`config.mk`:
```
export PLATFORM = sky130hd
export DESIGN_NAME = regread_hazard_unit
export DESIGN_NICKNAME = d
export VERILOG_FILES = /design/src/rtl/regread_hazard_unit.sv
export SDC_FILE = /design/constraint.sdc
export NUM_CORES = 1
export LEC_CHECK = 0
export ABC_AREA = 0
export CELL_PAD_IN_SITES_DETAIL_PLACEMENT = 0
export CELL_PAD_IN_SITES_GLOBAL_PLACEMENT = 1
export CORE_ASPECT_RATIO = 0.9
export CORE_MARGIN = 2
export CORE_UTILIZATION = 31
export CTS_CLUSTER_DIAMETER = 40
export DETAILED_ROUTE_END_ITERATION = 16
export HOLD_SLACK_MARGIN = 0.05
export PLACE_DENSITY = 0.78
export SKIP_LAST_GASP = 1
export SLEW_MARGIN = 15
export SYNTH_ARGS = -nofsm -noshare
export SYNTH_HDL_FRONTEND = slang
export SYNTH_SLANG_ARGS = --single-unit
```
`constraint.sdc`:
```
create_clock -name clk -period 1.9 [get_ports clk]
set_input_delay 0.19 -clock clk [delete_from_list [all_inputs] [get_ports clk]]
set_output_delay 0.19 -clock clk [all_outputs]
set_load 0.1 [all_outputs]
```
`src/rtl/regread_hazard_unit.sv`:
```
// Purpose : ID-stage register-read decoder plus in-flight write scoreboard; raises stall on RAW hazards.
// Latency : decode/stall/issue/forward-select are combinational; counters are registered (1 cycle).
// Backpressure: stall holds IF/ID and injects a bubble into scoreboard stage 0; flush overrides stall.
//
// Optional feature macro: REGREAD_FORWARD_EN
//    defined   -> forwarding rules (only a load in stage 0 stalls), fwd_*_sel driven
//    undefined -> stall-only rules, fwd_*_sel tied to 0, no forwarding comparators
//
// Ports:
//    clk, rst_n                 clock, asynchronous active-low reset
//    id_valid                   ID-stage instruction valid
//    id_op, id_funct            MIPS opcode / funct fields
//    id_rs, id_rt, id_rd        register fields
//    flush                      kill ID instruction and scoreboard stage 0
//    read_rs, read_rt           source-use decode
//    stall, issue               hazard stall, instruction leaves ID this cycle
//    fwd_rs_sel, fwd_rt_sel     0 = register file, k = scoreboard stage k-1
//    inflight_cnt               number of valid scoreboard entries
//    stall_cnt                  saturating stall-cycle counter

module regread_hazard_unit #(
   parameter int WB_STAGES   = 3,
   parameter int STALL_CNT_W = 16
) (
   input  logic                   clk,
   input  logic                   rst_n,
   input  logic                   id_valid,
   input  logic [5:0]             id_op,
   input  logic [5:0]             id_funct,
   input  logic [4:0]             id_rs,
   input  logic [4:0]             id_rt,
   input  logic [4:0]             id_rd,
   input  logic                   flush,
   output logic                   read_rs,
   output logic                   read_rt,
   output logic                   stall,
   output logic                   issue,
   output logic [3:0]             fwd_rs_sel,
   output logic [3:0]             fwd_rt_sel,
   output logic [3:0]             inflight_cnt,
   output logic [STALL_CNT_W-1:0] stall_cnt
);

   localparam logic [5:0] OP_RTYPE = 6'b000000;
   localparam logic [5:0] OP_BEQ   = 6'b000100;
   localparam logic [5:0] OP_BNE   = 6'b000101;
   localparam logic [5:0] OP_ADDI  = 6'b001000;
   localparam logic [5:0] OP_ADDIU = 6'b001001;
   localparam logic [5:0] OP_SLTI  = 6'b001010;
   localparam logic [5:0] OP_ANDI  = 6'b001100;
   localparam logic [5:0] OP_ORI   = 6'b001101;
   localparam logic [5:0] OP_COP0  = 6'b010000;
   localparam logic [5:0] OP_LW    = 6'b100011;
   localparam logic [5:0] OP_SW    = 6'b101011;

   localparam logic [5:0] F_SLL  = 6'h00;
   localparam logic [5:0] F_SRL  = 6'h02;
   localparam logic [5:0] F_SRA  = 6'h03;
   localparam logic [5:0] F_JR   = 6'h08;
   localparam logic [5:0] F_ADD  = 6'h20;
   localparam logic [5:0] F_ADDU = 6'h21;
   localparam logic [5:0] F_SUB  = 6'h22;
   localparam logic [5:0] F_AND  = 6'h24;
   localparam logic [5:0] F_OR   = 6'h25;
   localparam logic [5:0] F_NOR  = 6'h27;
   localparam logic [5:0] F_SLT  = 6'h2a;
   localparam logic [5:0] F_SLTU = 6'h2b;

   typedef struct packed {
      logic       vld;
      logic [4:0] dst;
      logic       is_load;
   } sb_entry_t;

   sb_entry_t              r_sb     [WB_STAGES];
   sb_entry_t              w_sb_nxt [WB_STAGES];
   logic [3:0]             r_inflight_cnt;
   logic [3:0]             w_inflight_nxt;
   logic [STALL_CNT_W-1:0] r_stall_cnt;

   logic       w_read_rs, w_read_rt, w_writes, w_is_load;
   logic [4:0] w_dst;
   logic       w_rs_chk, w_rt_chk;
   logic       w_hit_rs, w_hit_rt;
   logic       w_stall, w_issue;
   logic       w_sb_unused;

   // ---------------------------------------------------------------- decode
   always_comb begin
      w_read_rs = 1'b0;
      w_read_rt = 1'b0;
      w_writes  = 1'b0;
      w_is_load = 1'b0;
      w_dst     = id_rt;
      case (id_op)
         OP_RTYPE: begin
            w_dst = id_rd;
            case (id_funct)
               F_ADD, F_ADDU, F_SUB, F_AND, F_OR, F_NOR, F_SLT, F_SLTU: begin
                  w_read_rs = 1'b1;
                  w_read_rt = 1'b1;
                  w_writes  = 1'b1;
               end
               F_SLL, F_SRL, F_SRA: begin
                  w_read_rt = 1'b1;
                  w_writes  = 1'b1;
               end
               F_JR: begin
                  w_read_rs = 1'b1;
               end
               default: begin
                  w_writes = 1'b0;
               end
            endcase
         end
         OP_ADDI, OP_ADDIU, OP_SLTI, OP_ANDI, OP_ORI: begin
            w_read_rs = 1'b1;
            w_writes  = 1'b1;
         end
         OP_LW: begin
            w_read_rs = 1'b1;
            w_writes  = 1'b1;
            w_is_load = 1'b1;
         end
         OP_BEQ, OP_BNE, OP_SW: begin
            w_read_rs = 1'b1;
            w_read_rt = 1'b1;
         end
         OP_COP0: begin
            w_read_rt = 1'b1;
         end
         default: begin
            w_writes = 1'b0;
         end
      endcase
   end

   // $0 is hard-wired, so it never creates a dependency.
   assign w_rs_chk = w_read_rs && (id_rs != 5'd0);
   assign w_rt_chk = w_read_rt && (id_rt != 5'd0);

   // ---------------------------------------------------------------- hazard
   // The last stage writes the register file write-before-read, so only
   // stages 0..WB_STAGES-2 are compared.
`ifdef REGREAD_FORWARD_EN
   logic [3:0] w_rs_sel, w_rt_sel;

   // Walk oldest to youngest so the youngest match wins. Only a load that
   // is still in stage 0 has no data to forward yet.
   always_comb begin
      w_hit_rs = 1'b0;
      w_hit_rt = 1'b0;
      w_rs_sel = 4'd0;
      w_rt_sel = 4'd0;
      for (int i = WB_STAGES - 2; i >= 0; i--) begin
         if (r_sb[i].vld && (r_sb[i].dst == id_rs)) begin
            w_rs_sel = 4'(i + 1);
            w_hit_rs = r_sb[i].is_load && (i == 0);
         end
         if (r_sb[i].vld && (r_sb[i].dst == id_rt)) begin
            w_rt_sel = 4'(i + 1);
            w_hit_rt = r_sb[i].is_load && (i == 0);
         end
      end
   end

   assign fwd_rs_sel = w_rs_chk ? w_rs_sel : 4'd0;
   assign fwd_rt_sel = w_rt_chk ? w_rt_sel : 4'd0;
`else
   always_comb begin
      w_hit_rs = 1'b0;
      w_hit_rt = 1'b0;
      for (int i = 0; i < WB_STAGES - 1; i++) begin
         if (r_sb[i].vld && (r_sb[i].dst == id_rs)) w_hit_rs = 1'b1;
         if (r_sb[i].vld && (r_sb[i].dst == id_rt)) w_hit_rt = 1'b1;
      end
   end

   assign fwd_rs_sel = 4'd0;
   assign fwd_rt_sel = 4'd0;
`endif

   // flush has priority: it masks stall and blocks issue.
   assign w_stall = id_valid && !flush && ((w_rs_chk && w_hit_rs) || (w_rt_chk && w_hit_rt));
   assign w_issue = id_valid && !w_stall && !flush;

   // ------------------------------------------------------------ scoreboard
   // Stage 0 takes a bubble on stall/flush via w_issue. A flush also kills
   // the entry currently in stage 0 instead of letting it advance.
   always_comb begin
      for (int i = 0; i < WB_STAGES; i++) begin
         w_sb_nxt[i] = '0;
      end
      w_sb_nxt[0].vld     = w_issue && w_writes && (w_dst != 5'd0);
      w_sb_nxt[0].dst     = w_dst;
      w_sb_nxt[0].is_load = w_is_load;
      for (int i = 1; i < WB_STAGES; i++) begin
         w_sb_nxt[i] = r_sb[i-1];
         if ((i == 1) && flush) w_sb_nxt[i].vld = 1'b0;
      end
      w_inflight_nxt = 4'd0;
      for (int i = 0; i < WB_STAGES; i++) begin
         w_inflight_nxt = w_inflight_nxt + {3'd0, w_sb_nxt[i].vld};
      end
   end

   // Fields of the retiring stage (and is_load in stall-only builds) have no
   // reader; fold them here so they do not look like dangling logic.
   always_comb begin
      w_sb_unused = 1'b0;
      for (int i = 0; i < WB_STAGES; i++) begin
         w_sb_unused = w_sb_unused ^ (^r_sb[i]);
      end
   end

   always_ff @(posedge clk or negedge rst_n) begin
      if (!rst_n) begin
         for (int i = 0; i < WB_STAGES; i++) begin
            r_sb[i] <= '0;
         end
         r_inflight_cnt <= 4'd0;
         r_stall_cnt    <= '0;
      end else begin
         for (int i = 0; i < WB_STAGES; i++) begin
            r_sb[i] <= w_sb_nxt[i];
         end
         r_inflight_cnt <= w_inflight_nxt;
         if (w_stall && (r_stall_cnt != {STALL_CNT_W{1'b1}})) begin
            r_stall_cnt <= r_stall_cnt + 1'b1;
         end
      end
   end

   assign read_rs      = w_read_rs;
   assign read_rt      = w_read_rt;
   assign stall        = w_stall;
   assign issue        = w_issue;
   assign inflight_cnt = r_inflight_cnt;
   assign stall_cnt    = r_stall_cnt;

endmodule

```
# --- Word level (Yosys, flattened, before mapping) ---
# Index checks and enable logic that the tools add are counted.
classes:
  n_addsub: 3
  n_reduce_logical: 28
  n_mul: 0
  div: 0
  n_bitwise: 0
  muxes: 11
  shifts: 0
  n_lt_le_gt_ge: 0
  n_eq_ne: 26
op_table:
  columns: ["operator", "count"]
  rows:
  - ["6-bit == test (second input constant)", 10]
  - ["6-bit by 4-bit == test with 1-bit output (second input constant)", 6]
  - ["5-bit == test", 4]
  - ["9-bit OR reduction", 2]
  - ["16-bit by 1-bit adder with 16-bit output (second input constant)", 1]
  - ["16-bit inequality test (second input constant)", 1]
  - ["1-bit logical AND", 15]
  - ["5-bit nonzero test", 3]
  - ["6-bit by 2-bit == test with 1-bit output (second input constant)", 2]
  - ["6-bit by 3-bit == test with 1-bit output (second input constant)", 2]
  - ["6-bit logical NOT", 2]
  - ["11-bit OR reduction", 1]
  - ["1-bit 2-to-1 mux", 7]
  - ["6-bit by 5-bit == test with 1-bit output (second input constant)", 1]
  - ["1-bit case mux with 2 select lines", 3]
  - ["6-bit OR reduction", 1]
  - ["5-bit 2-to-1 mux", 1]
  - ["4-bit OR reduction", 1]
  - ["2-bit by 1-bit adder with 3-bit output", 1]
  - ["1-bit by 1-bit adder with 2-bit output", 1]
  - ["1-bit logical NOT", 2]
  - ["1-bit logical OR", 1]
totals:
  output_inout_bits: 32
  mem_bits_rw: 0
  regBits: 31
  mem_bits_ro: 0
  latch_bits: 0
  memories: 0
  in_bits: 31

# --- Depth between registers and ports, before layout ---
logic_depth:
  depth_word: 15
  mapped_depth: 8
  depth_no_buf: 7

# --- Worst setup path after synthesis ---
# OpenSTA, ideal clock, no wires.
synth_path:
  path_type: "input to output"
  start: "input id_op[1]"
  end: "output stall"
  path_slack_ns: -1.310
  arrival_time_ns: 3.020
  path_stages: 7
  path_cell_list: "or3_1 or4_1 buf_6 a311oi_4 o221ai_2 and2_2 nor2_1"
synth_between:
  elab_chain_len: 7
synth_lines:
  columns: ["element", "line_no", "source"]
  rows:
  - ["from (decl)", "28", "input logic [5:0] id_op,"]
  - ["6-bit == test, or another cell as far along", "95", "case (id_op)"]
  - ["9-bit OR reduction (no line) / 4-bit OR reduction (equally long branches)", null, null]
  - ["1-bit case mux with 2 select lines", "95", null]
  - ["1-bit logical AND, on equally long branches", "139, 140", null]
  - ["1-bit logical AND", "184", "assign w_stall = id_valid && !flush && ((w_rs_chk && w_hit_rs) || (w_rt_chk && w_hit_rt));"]
  - ["1-bit logical OR *", "184", null]
  - ["1-bit logical AND *", "184", null]
  - ["to (decl)", "36", "output logic stall,"]
# Mark *: on every way between the ends. The rest lies on a longest branch, timed or not.

# --- Final worst setup path ---
layout_path:
  start: "input id_op[5]"
  end: "output stall"
# Same word-level chain as after synthesis.

==> impl_results.md <==
- Outcome: complete, but fails checks
- Failing checks: negative setup slack
- Final Critical Period: 2371 ps
- Number of synthesized register bits: 30
- Drt pass-1 iters: 4
- FP Rows: 26
- Footprint of the multi-input gates: 0.001216 mm2
- Syn_area_per_cell: 10.34 um2
- Die width: 84.78 um
- Cell mode on critical path: buf_6
- Critical path launch point type: input pin
- Final nets: 312
- GR Util met1: 0.2055
- Global-route wire length before repair: 8321 um
- CP cell instances: buf_6, or3_4, or4_4, a311oi_4, o221ai_2, and2_4, buf_6, nor2_4, buf_12
- DRC Markers: 0
- RSZ-0062 raised after global routing: true
- Synth cell types: 49
- Arrival time worst endpoint: 2180 ps
- Later-pin clock latency in the skew report: 270 ps
- Antenna Cells: 0
- GRT overflow: 0
- Worst Setup End Kind: output pin
- Routed vias/inst: 4.731
- CTS Root Cell: clkbuf_8
- CTS tree: built
- Worst clock skew: 5.514 ps
- Pwr Density: 514.2 mW/mm2
- Num CTS Buffers: 5
- # Max-Cap Violations: 0
- Clock sink count: 30
- Filler cells: 503
- Post-synthesis sequential area ratio: 0.4124
- Initial Util: 0.3216
- CTS Buffer Depth: 2
- Antenna viol nets, final: 0
- Routability Congestion: 0.7800
- Sequential cell area: 757.0 um2
- Fmax: 421.8 MHz
- Vias in the first global route: 1749
- Max Slew Vio Count: 0
- Synth Warn #: 0
- Largest net degree at the start of global routing: 31
- Routed length per placed instance: 13.88 um
- Worst path slowest cell: or4_4
- Pre-CTS setup slack: -1010 ps
- Core ar.: 0.005660 mm2
- Number of antenna violations at the first check in global routing: 0
- Total GRT Usage: 0.1574
- Worst path buffer plus inverter count: 3
- Hold/Removal Path Class: in2async
- Max FO, Critical Path: 4
- Most frequent cells in the layout: 57 x buf_4, 27 x xnor2_1, 25 x dfrtp_1
- Clock-pin slew of the registers on the worst-case setup and hold paths: 60 ps
- Area growth syn-to-layout: 67.49%
- 1st-iter DRT viols: 72
- Post-detail-place hpwl: 3650 um
- Die ar.: 0.006502 mm2
- Met3 usage: 0.03767
- Worst path required time: 1710 ps
- Post-Route WL: 4859 um
- Non-Filler Instances: 350
- Mapped Area: 0.001820 mm2
- Ys flop type: dfrtp_1
- Hold Buf Count CTS: 0
- Dpl cells: 332
- Final worst setup slack: -470.8 ps
- Post-synth EDFFs: 0
- Leak pwr: 1.394 nW
- Commonest non-fill, non-tap cell in the layout: buf_4
- M2 GR Usage: 0.2677
- Die Y: 76.70 um
- Share of cells above drive strength 1: 0.4821
- Cells after Synth: 176
- VDD IR-drop max: 0.2854 mV
- Num ports: 63
- PortBufs: 52
- Total negative setup slack: -7750 ps
- Fin crit share: 1.248
- DR vias: 1656
- Setup violation total in the final timing report: 22
- H-tree level count: 2
- CP Class: in2out
- Largest stage delay on the critical path: 480 ps
- Post-synth ARST share: 1.000
- Crit path max-delay family: simple AND/OR/NAND/NOR gates
- Most used routing layer in global routing: met2
- Hold Violations, Final: 0
==> stage by stage <==
step / utilization / power [mW] / cell area (um2) / hold slack [ps]
floorplan: - / 0.8943 / 1916 / -105.6
global placement: 0.4779 / 1.041 / 2705 / 416.3
detailed placement: 0.4779 / 1.044 / 2705 / 424.4
CTS: 0.5283 / 1.580 / 2990 / 325.2
global route: 0.5387 / 1.640 / 3049 / 342.2
finish: 0.5387 / 1.568 / 3049 / 301.7
==> path summary, 6_finish.rpt <==
path,end,slack [ps],cells after the start,startpoint
min in group clk,r_sb[12],440,0,r_sb[19]
max in group asynchronous,stall_cnt[3],1280,2,rst_n
worst max register to register,stall_cnt[15],-270,9,r_sb[19]
worst min register to register,r_sb[12],440,0,r_sb[19]
worst max-delay path,stall,-470,9,id_op[5]
worst min-delay path,r_sb[11],300,2,rst_n
==> cell families after synthesis <==
| family | after synthesis | synth area share |
|---|---|---|
| muxes | 8 | 0.04880 |
| AOI/OAI and AO/OA | 21 | 0.1045 |
| and+or+nand+nor | 66 | 0.1966 |
| other | 1 | 0.002060 |
| xor gates and xnor gates | 34 | 0.1636 |
| buffers and inverters | 14 | 0.05429 |
| DFF | 30 | 0.4124 |
| adders and majority gates | 2 | 0.01787 |
==> area by class of cell <==
| class | count | area share |
|---|---|---|
| Timing Repair Buffer | 99 | 0.2918 |
| Multi-Input combinational cell | 141 | 0.3989 |
| Tap cell | 70 | 0.02872 |
| Sequential cell | 30 | 0.2483 |
| Clock inverter | 1 | 0.001641 |
| Inverter | 2 | 0.002462 |
| Clock buffer | 7 | 0.02831 |
==> where the power goes <==
group | total, mW | leakage [nW] | switching, mW | internal (mW)
clock network | 0.520 | 0.0482 | 0.229 | 0.292
registers | 0.665 | 0.387 | 0.0123 | 0.652
logic | 0.383 | 0.959 | 0.225 | 0.158
total | 1.57 | 1.39 | 0.466 | 1.10
==> flip-flops by register name, indices dropped and copies added, names as in the netlist <==
register      count
inflight_cnt      2
stall_cnt        16
r_sb             12
==> Yosys cell counts, types with 3 or more instances <==
master	instances	share of area
and3_1	3	0.010
buf_4	10	0.041
nand3_1	6	0.016
mux2_2	7	0.043
nand2b_1	4	0.014
xor2_1	5	0.024
dfrtp_1	30	0.41
nand4_1	9	0.031
nand2_1	14	0.029
nor2_1	11	0.023
nor3_1	4	0.011
xnor2_1	29	0.14
==> routing by layer <==
metal / up-vias / part of all wire
met5: - / 0
met4: 0 / 0.0021
met3: 2 / 0.055
met2: 38 / 0.50
met1: 808 / 0.44
li1: 808 / -
==> timing repair <==
| action | 4_1_cts | 5_1_grt |
|---|---|---|
| gates resized for setup | 55 | 13 |
| endpoints found under the setup margin | 23 | 23 |
| pin swaps | 25 | 15 |
| setup buffers | 8 | 3 |
Note: power is estimated with default switching activity, not from simulation.
